==> src/rtl/pulse_delay_multi_if.sv <==
// Bundle of the trigger, programming and pulse signals of pulse_delay_multi.
//   master : drives source_signal, delay_clks, width_clks, retrigger;
//            observes delay_signal, busy, dropped
//   slave  : the delay block itself (inverse directions)
interface pulse_delay_multi_if #(
    parameter int unsigned CHANNELS  = 4,
    parameter int unsigned CNT_WIDTH = 8
);
    logic [CHANNELS-1:0]  source_signal;
    logic [CNT_WIDTH-1:0] delay_clks;
    logic [CNT_WIDTH-1:0] width_clks;
    logic                 retrigger;
    logic [CHANNELS-1:0]  delay_signal;
    logic [CHANNELS-1:0]  busy;
    logic [CHANNELS-1:0]  dropped;

    modport master (
        output source_signal, delay_clks, width_clks, retrigger,
        input  delay_signal, busy, dropped
    );

    modport slave (
        input  source_signal, delay_clks, width_clks, retrigger,
        output delay_signal, busy, dropped
    );
endinterface

==> src/rtl/pulse_delay_multi.sv <==
// Multi-channel programmable pulse delay/stretcher.
// Each channel detects a rising edge on its source, waits max(D,1) clocks, then
// drives a pulse W clocks wide. D and W are latched at the trigger.
// Ports:
//   CLK : system clock, rising edge
//   RST : asynchronous active-high reset
//   bus : pulse_delay_multi_if.slave
//         in  source_signal[CHANNELS], delay_clks, width_clks, retrigger
//         out delay_signal[CHANNELS], busy[CHANNELS], dropped[CHANNELS] (registered)
module pulse_delay_multi #(
    parameter int unsigned CHANNELS  = 4,
    parameter int unsigned CNT_WIDTH = 8
) (
    input  logic                 CLK,
    input  logic                 RST,
    pulse_delay_multi_if.slave   bus
);

    typedef enum logic [1:0] {StIdle, StWait, StActive} state_e;

    localparam logic [CNT_WIDTH-1:0] CntOne = CNT_WIDTH'(1);

    state_e               state_q [CHANNELS];
    logic [CNT_WIDTH-1:0] cnt_q   [CHANNELS];
    logic [CNT_WIDTH-1:0] width_q [CHANNELS];
    logic [CHANNELS-1:0]  prev_q;
    logic [CHANNELS-1:0]  delay_q;
    logic [CHANNELS-1:0]  busy_q;
    logic [CHANNELS-1:0]  dropped_q;

    logic [CHANNELS-1:0]  trig;
    logic [CHANNELS-1:0]  accept;
    logic [CNT_WIDTH-1:0] deff;
    logic                 width_ok;

    assign deff     = (bus.delay_clks == '0) ? CntOne : bus.delay_clks;
    // A zero-width trigger is invisible: no state change and no drop report.
    assign width_ok = (bus.width_clks != '0);
    assign trig     = bus.source_signal & ~prev_q & {CHANNELS{width_ok}};

    // A channel whose pulse ends on this edge behaves as idle for a new trigger.
    always_comb begin
        accept = '0;
        for (int i = 0; i < CHANNELS; i++) begin
            accept[i] = (state_q[i] == StIdle) ||
                        ((state_q[i] == StActive) && (cnt_q[i] == CntOne));
        end
    end

    always_ff @(posedge CLK or posedge RST) begin
        if (RST) begin
            prev_q    <= '0;
            delay_q   <= '0;
            busy_q    <= '0;
            dropped_q <= '0;
            for (int i = 0; i < CHANNELS; i++) begin
                state_q[i] <= StIdle;
                cnt_q[i]   <= '0;
                width_q[i] <= '0;
            end
        end else begin
            prev_q    <= bus.source_signal;
            dropped_q <= '0;
            for (int i = 0; i < CHANNELS; i++) begin
                if (trig[i] && accept[i]) begin
                    state_q[i] <= StWait;
                    cnt_q[i]   <= deff;
                    width_q[i] <= bus.width_clks;
                    busy_q[i]  <= 1'b1;
                    delay_q[i] <= 1'b0;
                end else if (trig[i] && bus.retrigger) begin
                    width_q[i] <= bus.width_clks;
                    if (state_q[i] == StWait) begin
                        cnt_q[i] <= deff;
                    end else begin
                        // Extend the pulse in flight; delay_signal stays high.
                        cnt_q[i] <= bus.width_clks;
                    end
                end else begin
                    if (trig[i]) begin
                        dropped_q[i] <= 1'b1;
                    end
                    case (state_q[i])
                        StWait: begin
                            if (cnt_q[i] == CntOne) begin
                                state_q[i] <= StActive;
                                cnt_q[i]   <= width_q[i];
                                delay_q[i] <= 1'b1;
                            end else begin
                                cnt_q[i] <= cnt_q[i] - CntOne;
                            end
                        end
                        StActive: begin
                            if (cnt_q[i] == CntOne) begin
                                state_q[i] <= StIdle;
                                delay_q[i] <= 1'b0;
                                busy_q[i]  <= 1'b0;
                            end else begin
                                cnt_q[i] <= cnt_q[i] - CntOne;
                            end
                        end
                        default: ;
                    endcase
                end
            end
        end
    end

    assign bus.delay_signal = delay_q;
    assign bus.busy         = busy_q;
    assign bus.dropped      = dropped_q;

endmodule

==> src/flat_wrapper.sv <==
// flat-port wrapper written by rule: the top's interface ports become plain ports
module pulse_delay_multi_flat 
#(
    parameter int unsigned CHANNELS  = 4,
    parameter int unsigned CNT_WIDTH = 8
)
  (CLK, RST, bus_source_signal, bus_delay_clks, bus_width_clks, bus_retrigger, bus_delay_signal, bus_busy, bus_dropped);
  pulse_delay_multi_if #(.CHANNELS(CHANNELS), .CNT_WIDTH(CNT_WIDTH)) bus_i ();
  input  logic CLK;
  input  logic RST;
  input wire logic [$bits(bus_i.source_signal)-1:0] bus_source_signal;
  input wire logic [$bits(bus_i.delay_clks)-1:0] bus_delay_clks;
  input wire logic [$bits(bus_i.width_clks)-1:0] bus_width_clks;
  input wire logic [$bits(bus_i.retrigger)-1:0] bus_retrigger;
  output wire logic [$bits(bus_i.delay_signal)-1:0] bus_delay_signal;
  output wire logic [$bits(bus_i.busy)-1:0] bus_busy;
  output wire logic [$bits(bus_i.dropped)-1:0] bus_dropped;
  assign bus_i.source_signal = bus_source_signal;
  assign bus_i.delay_clks = bus_delay_clks;
  assign bus_i.width_clks = bus_width_clks;
  assign bus_i.retrigger = bus_retrigger;
  assign bus_delay_signal = bus_i.delay_signal;
  assign bus_busy = bus_i.busy;
  assign bus_dropped = bus_i.dropped;
  pulse_delay_multi #(.CHANNELS(CHANNELS), .CNT_WIDTH(CNT_WIDTH)) u_core (.CLK(CLK), .RST(RST), .bus(bus_i));
endmodule
==> config.mk <==
export PLATFORM = sky130hd
export DESIGN_NAME = pulse_delay_multi_flat
export DESIGN_NICKNAME = d
export VERILOG_FILES = /design/src/rtl/pulse_delay_multi_if.sv /design/src/rtl/pulse_delay_multi.sv /design/src/flat_wrapper.sv
export SDC_FILE = /design/constraint.sdc
export NUM_CORES = 1
export LEC_CHECK = 0
export CORE_UTILIZATION = 55
export CTS_CLUSTER_SIZE = 25
export DETAILED_ROUTE_END_ITERATION = 10
export GPL_TIMING_DRIVEN = 1
export PLACE_DENSITY = 0.82
export SLEW_MARGIN = 20
export SYNTH_ARGS = -nofsm -noshare
export SYNTH_HDL_FRONTEND = slang
export SYNTH_SLANG_ARGS = --single-unit
export TNS_END_PERCENT = 30
==> constraint.sdc <==
create_clock -name CLK -period 3 [get_ports CLK]
set_input_delay 0.3 -clock CLK [delete_from_list [all_inputs] [get_ports CLK]]
set_output_delay 0.3 -clock CLK [all_outputs]
set_load 0.02 [all_outputs]
# ---- After elaboration in Yosys (flattened, before gate mapping)
# Cells that the tools add are included.
dict set report op_classes {
  n_reduce_logical 54
  n_eq_ne 28
  n_addsub 4
  n_mux 97
  bitwise_logic 3
}
# op n
set ops {}
lappend ops {{two-way mux 8 bit} 29}
lappend ops {{one-hot mux 8 bit (2 select lines)} 4}
lappend ops {{two-way mux 1 bit} 40}
lappend ops {{equality test 8 x 1 -> 1 bit, second input constant} 4}
lappend ops {{two-way mux 2 bit} 16}
lappend ops {{subtractor 8 x 1 -> 8 bit, second input constant} 4}
lappend ops {{nonzero test 2 bit} 12}
lappend ops {{!= test 4 bit, second input constant} 4}
lappend ops {{one-hot mux 2 bit (2 select lines)} 4}
lappend ops {{AND reduction 4 bit} 4}
lappend ops {{nonzero test 4 bit} 4}
lappend ops {{logical AND 1 bit} 12}
lappend ops {{!= test 3 bit, second input constant} 4}
lappend ops {{AND reduction 3 bit} 4}
lappend ops {{nonzero test 3 bit} 4}
lappend ops {{!= test 3 x 2 -> 1 bit, second input constant} 3}
lappend ops {{AND 4 bit} 2}
lappend ops {{equality test 2 x 1 -> 1 bit, second input constant} 4}
lappend ops {{equality test 2 bit, second input constant} 4}
lappend ops {{zero test 2 bit} 4}
lappend ops {{zero test 8 bit} 1}
lappend ops {{!= test 2 x 1 -> 1 bit, second input constant} 4}
lappend ops {{one-hot mux 1 bit (2 select lines)} 4}
lappend ops {{AND reduction 2 bit} 4}
lappend ops {{4 further kinds} 7}
dict set report word_totals {
  input_bits 23
  wordCells 208
  regBits 88
  output_inout_bits 12
}

# ---- Longest topological paths before layout
# Gate-level depths: netlist (run 1).
dict set report logic_depth {
  depth_word 6
  depth_mapped 9
  ltp_nobuf 7
}

# ---- Worst setup path before layout (run 1)
# Ideal clock, no wire load.
dict set report synth_path {
  kind {input port to flip-flop}
  from {in bus_width_clks[1]}
  to {reg u_core.cnt_q[21] (netlist name)}
  stages 8
  t_arrival_ps 2266
  required_ps 2879
  slack_ps 613
  n_path_buf 4
  setup_ps 121
  path_cell_list {buf_2 or4_1 buf_4 o211a_1 or4_4 buf_6 buf_8 o22a_1}
}
dict set report synth_between {
  elab_chain_len 5
  word_cells_on_any_way 9
  cone_classes {1 x eq/ne; 2 x mux; 1 x bitwise; 5 x reduce/logical}
}
# element line
set synth_rtl {}
lappend synth_rtl {{start, declared} flat_wrapper.sv:13} ;# input wire logic [$bits(bus_i.width_clks)-1:0] bus_width_clks;
lappend synth_rtl {{nonzero test 8 bit *} pulse_delay_multi.sv:38} ;# assign width_ok = (bus.width_clks != '0);
lappend synth_rtl {{AND 4 bit *} pulse_delay_multi.sv:39} ;# assign trig = bus.source_signal & ~prev_q & {CHANNELS{width_ok}};
lappend synth_rtl {{logical AND 1 bit (on tied branches)} {pulse_delay_multi.sv:71, pulse_delay_multi.sv:65}}
lappend synth_rtl {{!= test 4 bit (no line), or another cell as far along} -}
lappend synth_rtl {{AND reduction 2 bit (no line) or two-way mux 8 bit (tied branches)} -}
lappend synth_rtl {{end signal, assigned by index} pulse_delay_multi.sv:77} ;# cnt_q[i] <= bus.width_clks;
lappend synth_rtl {{end signal, assigned by index} pulse_delay_multi.sv:87} ;# cnt_q[i] <= width_q[i];
lappend synth_rtl {{end signal, assigned by index} pulse_delay_multi.sv:90} ;# cnt_q[i] <= cnt_q[i] - CntOne;
lappend synth_rtl {{end, declared} pulse_delay_multi.sv:24} ;# logic [CNT_WIDTH-1:0] cnt_q [CHANNELS];
# Every way passes the cells marked *; elsewhere a longest branch is shown, timed or not.
# A chain may end at the register's enable or synchronous reset.

# ---- Final worst setup path (run 1)
dict set report layout_path {
  from {reg u_core.cnt_q[19] (netlist name)}
  to {reg u_core.width_q[17] (netlist name)}
}
dict set report layout_between {
  elab_chain_len 5
  word_cells_on_any_way 6
  cone_classes {1 x eq/ne; 1 x mux; 4 x reduce/logical}
}
# element line
set layout_rtl {}
lappend layout_rtl {{equality test 8 x 1 -> 1 bit *} pulse_delay_multi.sv:46} ;# ((state_q[i] == StActive) && (cnt_q[i] == CntOne));
lappend layout_rtl {{logical AND 1 bit *} pulse_delay_multi.sv:46}
lappend layout_rtl {{logical OR 1 bit *} pulse_delay_multi.sv:45} ;# accept[i] = (state_q[i] == StIdle) ||
lappend layout_rtl {{logical AND 1 bit *} pulse_delay_multi.sv:65} ;# if (trig[i] && accept[i]) begin
lappend layout_rtl {{two-way mux 8 bit or nonzero test 2 bit (tied branches)} -}
lappend layout_rtl {{end signal, assigned by index} pulse_delay_multi.sv:68} ;# width_q[i] <= bus.width_clks;
lappend layout_rtl {{end signal, assigned by index} pulse_delay_multi.sv:72} ;# width_q[i] <= bus.width_clks;
lappend layout_rtl {{end, declared} pulse_delay_multi.sv:25} ;# logic [CNT_WIDTH-1:0] width_q [CHANNELS];
# Marks and branches as above.

==> impl_metrics.toml, run 1 <==
[run_status]
outcome = "completed"

[timing]
rsz0062_at_grt = "false"
tightest_slew_ps = 721
drv_slew = 0
fin_tns_setup_ps = 0
fin_crit_ps = 2620
finalHoldViolCount = 0
setup_viol = 0
skew_ps = 9.31
clock.fmax_mhz = 382
max-slew-margin-rel = 0.516
fin_crit_sh = 0.874
whs_ps = 198

[synth]
synth-xor-area-share = 0.0187
synth-main-ff-cell = "dfrtp_1"
synth.distinct_cells = 77
synthSimpleGateAreaFrac = 0.197
syn_avg_cell_area_um2 = 8.98
synth_top_family_by_area = "compound AO/OA/AOI/OAI gates"
yosys_warnings = 0
syn-num-nets = 658
synth_async_sr_flop_share = 1.00
ys_seq_area_frac = 0.373
synth_area_mm2 = 0.00563
synth_cells = 627
synth_fa_ha_area_frac = 0.0178
ys_ff_latch = 84
synthMuxAreaShare = 0.0660
synth_compound_area_frac = 0.266
synth_enable_flop_cells = 0

[layout]
antenna_cells = 0
final_common_cell = "dfrtp_1"
nNetsFinal = 708
fill_cells = 823
post-route-cell-area_mm2 = 0.00647
multi_input_area_mm2 = 0.00318
area_growth_pct = 14.8
fin_util = 0.656
mostFrequentLayoutCells = "dfrtp_1, nand2_1, a21oi_1"
drive_gt1_frac = 0.151
regArea_mm2 = 0.00210

[cts]
clk_latency_ps = 380
cts_resized = 0
clock_path_buffers = 2
cts_setup_buffers = 0
ctsRootBufferMaster = "clkbuf_8"
cts_tree = "yes"
holdBufCountCts = 0
numCtsBuffers = 9
cts.sinks = 84
clkTransAtPathRegs_ps = 90
htree_levels = 3

[floorplan]
fp.dieH_um = 103
die_x_um = 103
initial_core_util = 0.571
pin_count = 35
die_area_mm2 = 0.0107
rows = 36
design.core.area_mm2 = 0.00986

[global_route]
grt_pass1_vias = 5135
antenna_found_initial = 0
overflow = 0
grt_pass1_wl_mm = 27.2
grt_usage = 0.339
grt_max_degree = 66

[detailed_routing]
wl_mm = 17.1
drt-pass1-iter-count = 5
vias_per_cell = 6.76
drt_iter0_drc = 531
vias = 5506
drc = 0
routedWlPerCell_um = 21.0
detail-route-antenna-nets = 0

[worst_setup_path]
critPathCaptureType = "register"
worstSetupStartpointType = "register"
cp_max_fo = 10
worstPathArrival_ps = 2890
path_class = "reg2reg"
worstRegToRegCells = 5
critPathRequiredTime_ps = 3270

[worst_hold_path]
min_path_type = "in2async"

[power]
power.density_mw_per_mm2 = 861
p_leak_uw = 0.00261
ir_drop_mv = 0.376

[place]
place.port_buffers = 34
gp_congestion = 0.946
placed_cell_area_mm2 = 0.00623
post-dp-hpwl_mm = 12.1

[job]
cap_violations = 0
==> routing by layer <==
| layer | vias to the layer above | track usage | wire length (µm) |
|---|---|---|---|
| met4 | 0 | 0.185 | 684 |
| met2 | 378 | 0.486 | 7390 |
| met5 | - | 0 | 0 |
| li1 | 2479 | - | - |
| met1 | 2582 | 0.470 | 7030 |
| met3 | 67 | 0.0840 | 1990 |
==> final timing paths <==
path | from | to | slack (ps)
setup / recovery | u_core.cnt_q[19]$_DFFE_PP0P_ | u_core.width_q[17]$_DFFE_PP0P_ | 380
hold / removal | RST | u_core.state_q[4]$_DFFE_PP0P_ | 200
setup reg to reg | u_core.cnt_q[19]$_DFFE_PP0P_ | u_core.width_q[17]$_DFFE_PP0P_ | 380
hold reg to reg | u_core.width_q[4]$_DFFE_PP0P_ | u_core.width_q[4]$_DFFE_PP0P_ | 490
max in group asynchronous | RST | u_core.cnt_q[10]$_DFFE_PP0P_ | 2130
min in group CLK | bus_source_signal[1] | u_core.prev_q[1]$_DFF_PP0_ | 380
==> cell usage after synthesis (5+ instances only) <==
cell type / n / area share
nor4_1: 14 / 0.016
nand2b_1: 13 / 0.014
buf_6: 7 / 0.014
nand4_1: 5 / 0.0056
buf_4: 8 / 0.011
nand2_1: 51 / 0.034
nor3b_1: 7 / 0.0093
a21oi_1: 49 / 0.044
inv_1: 23 / 0.015
nand3_1: 8 / 0.0071
ha_1: 8 / 0.018
clkbuf_1: 17 / 0.011
a21o_1: 5 / 0.0067
o21ai_0: 28 / 0.025
buf_2: 6 / 0.0053
nor3_1: 29 / 0.026
o31ai_1: 5 / 0.0067
dfrtp_1: 84 / 0.37
a211oi_1: 9 / 0.012
mux2i_1: 9 / 0.016
xor2_1: 9 / 0.014
or4_1: 5 / 0.0067
a31oi_1: 18 / 0.020
mux2_2: 25 / 0.050
o21a_1: 6 / 0.0080
nor2_1: 44 / 0.029
a22oi_1: 16 / 0.021
nor2b_1: 11 / 0.012
==> critical path: stages (launching register included) <==
cell and delay [ps]:
dfrtp_1 460, nor4_1 450, nand2_1 260, a311oi_2 670
buf_4 310, mux2_2 350
==> registers in the layout, indices dropped and copies added (netlist names) <==
signal	flops
u_core.cnt_q	32
u_core.bus.delay_signal	4
u_core.state_q	4
u_core.width_q	32
u_core.bus.busy	4
u_core.bus.dropped	4
u_core.prev_q	4
==> per-stage QoR <==
stage / total power (µW) / worst slack [ps] / cells
after global routing: 5920 / 247 / 815
after global placement: 4410 / 233 / 799
after detailed placement: 4510 / 147 / 799
final: 5570 / 379 / 815
after floorplan: 3830 / 535 / 627
after CTS: 5510 / 435 / 815
==> report_power, final <==
group          total, µW  internal [µW]  switching (µW)
clock network       1000            555             448
logic               2520           1180            1330
registers           2050           1530             520
total               5570           3270            2300
==> kinds of logic after synthesis <==
kind of cell / count (synthesis)
mux: 34
fa+ha+maj: 8
simple gates: 212
compound gates: 214
buf+inv: 63
xor+xnor: 12
flops: 84
==> final cells by class <==
cell class / instances / share of cell area
multi-input cells: 480 / 0.492
flip-flops and latches: 84 / 0.325
clock buffers: 10 / 0.0197
repair buffers: 79 / 0.107
inverters: 23 / 0.0135
well taps: 133 / 0.0257
clock inverters: 6 / 0.0172
Power figures use the tool's default switching activity.
==> run 2, diff against run 1 <==
--- a/config.mk
+++ b/config.mk
@@ -6,10 +6,11 @@
 export NUM_CORES = 1
 export LEC_CHECK = 0
 export CORE_UTILIZATION = 55
+export CTS_BUF_LIST = sky130_fd_sc_hd__clkbuf_4 sky130_fd_sc_hd__clkbuf_8
 export CTS_CLUSTER_SIZE = 25
 export DETAILED_ROUTE_END_ITERATION = 10
 export GPL_TIMING_DRIVEN = 1
-export PLACE_DENSITY = 0.82
+export PLACE_DENSITY = 0.73
 export SLEW_MARGIN = 20
 export SYNTH_ARGS = -nofsm -noshare
 export SYNTH_HDL_FRONTEND = slang
==> run 2 against run 1 <==
- worst hold slack better by 110 ps
- sequential share of layout area up 0.27 points
- power down 3.1%
- die area unchanged
- critical path type unchanged
- worst setup slack worse by 45 ps
- first-iteration DRC count down 17%
- final cell count down 0.25%
- critical path depth unchanged
- final area down 0.81%
- non-clock buffer count down 2
- largest cell class unchanged
- register-to-register slack worse by 40 ps
==> impl_metrics.toml, run 2 (synthesis gave the netlist of run 1 again) <==
[global_route]
overflow = 0
grt_max_degree = 50
met2_usage = 0.505
grt_pass1_vias = 5107
grt_usage = 0.333
gr-usage-met1 = 0.471
busiest_layer = "met2"
use_met3 = 0.0484
antenna_found_initial = 0
grt_pass1_wl_mm = 26.7

[layout]
fill_cells = 794
regArea_mm2 = 0.00210
antenna_cells = 0
fin_cells = 813
nNetsFinal = 706
reg_top3 = "u_core.cnt_q (32), u_core.width_q (32)"
drive_gt1_frac = 0.150
mostFrequentLayoutCells = "dfrtp_1, nand2_1, a21oi_1"
multi_input_area_mm2 = 0.00318
final_common_cell = "dfrtp_1"
area_growth_pct = 13.9

[timing]
fin_tns_setup_ps = 0
finalHoldViolCount = 0
drv_slew = 0
rsz0062_at_grt = "false"
tightest_slew_ps = 842
setup_viol = 0
max-slew-margin-rel = 0.439
fin_crit_ps = 2670
skew_ps = 10.5
clock.fmax_mhz = 375
fin_crit_sh = 0.888

[place]
gp_congestion = 0.976
dpl.cell_count = 797
place.port_buffers = 34
post-dp-hpwl_mm = 11.8

[cts]
clk_latency_ps = 380
clkTransAtPathRegs_ps = 90
numCtsBuffers = 9
htree_levels = 3
cts_setup_buffers = 0
cts_resized = 0
holdBufCountCts = 0
ctsRootBufferMaster = "clkbuf_8"
cts.sinks = 84
cts_tree = "yes"
clock_path_buffers = 2

[detailed_routing]
detail-route-antenna-nets = 0
drt_iter0_drc = 440
vias_per_cell = 6.77
routedWlPerCell_um = 20.6
drc = 0
wl_mm = 16.7
vias = 5500
drt-pass1-iter-count = 5

[power]
ir_drop_mv = 0.429
power.density_mw_per_mm2 = 841
p_leak_uw = 0.00259

[worst_setup_path]
reg2reg_to = "u_core.width_q[22]$_DFFE_PP0P_"
worstPathArrival_ps = 2930
r2r_setup_slack_ps = 330
critPathCaptureType = "register"
critPathRequiredTime_ps = 3260
cp_max_fo = 9
path_class = "reg2reg"
worstSetupStartpointType = "register"
worstRegToRegCells = 5
r2r-start = "u_core.cnt_q[18]$_DFFE_PP0P_"

[worst_hold_path]
min_path_type = "in2async"

[floorplan]
design.core.area_mm2 = 0.00986
rows = 36
initial_core_util = 0.571
fp.dieH_um = 103
die_x_um = 103
die_area_mm2 = 0.0107
pin_count = 35

[job]
cap_violations = 0

[run_status]
outcome = "completed"
-- run 2: through the flow --
step | total power, µW | worst slack [ps] | hold slack [ps] | utilization | instance area [µm²]
2_1_floorplan | 3830 | 535 | 331 | - | 5630
3_3_place_gp | 4410 | 229 | 455 | 0.630 | 6210
3_5_place_dp | 4460 | 192 | 465 | 0.630 | 6210
4_1_cts | 5340 | 359 | 334 | 0.650 | 6420
5_1_grt | 5750 | 201 | 394 | 0.650 | 6420
6_report | 5400 | 335 | 305 | 0.650 | 6420
-- run 2: worst max-delay path by stage --
stage	from	end	slack, ps	cells past startpoint
floorplan	RST	u_core.bus.busy[0]$_DFFE_PP0P_	530	1
global placement	bus_width_clks[4]	u_core.cnt_q[16]$_DFFE_PP0P_	230	6
detailed placement	bus_width_clks[0]	u_core.cnt_q[5]$_DFFE_PP0P_	190	6
CTS	u_core.cnt_q[19]$_DFFE_PP0P_	u_core.width_q[22]$_DFFE_PP0P_	360	5
global route	u_core.cnt_q[19]$_DFFE_PP0P_	u_core.width_q[18]$_DFFE_PP0P_	200	5
finish	u_core.cnt_q[18]$_DFFE_PP0P_	u_core.width_q[22]$_DFFE_PP0P_	330	5
-- run 2: cell type report --
| class | instances | area share |
|---|---|---|
| multi-input cells | 480 | 0.496 |
| repair buffers | 77 | 0.105 |
| clock buffers | 12 | 0.0238 |
| clock inverters | 4 | 0.00761 |
| flip-flops and latches | 84 | 0.328 |
| well taps | 133 | 0.0259 |
| inverters | 23 | 0.0137 |
-- run 2: metal layers --
| layer | wire, µm | up-vias | part of all wire |
|---|---|---|---|
| li1 | - | 2477 | - |
| met1 | 7310 | 2669 | 0.44 |
| met2 | 7530 | 304 | 0.45 |
| met3 | 1290 | 50 | 0.077 |
| met4 | 587 | 0 | 0.035 |
| met5 | 0 | - | 0 |
-- run 2: report_power, final --
| group | switching [µW] | total (µW) | internal (µW) |
|---|---|---|---|
| combinational | 1300 | 2470 | 1170 |
| sequential | 535 | 2060 | 1530 |
| clock | 440 | 866 | 426 |
-- run 2: worst max-delay path, cell delays in order, from the launching register on --
cell and delay (ps):
dfrtp_1 470, nor4_1 420, nand2_1 260, a311oi_2 740, buf_4 310, mux2_2 350
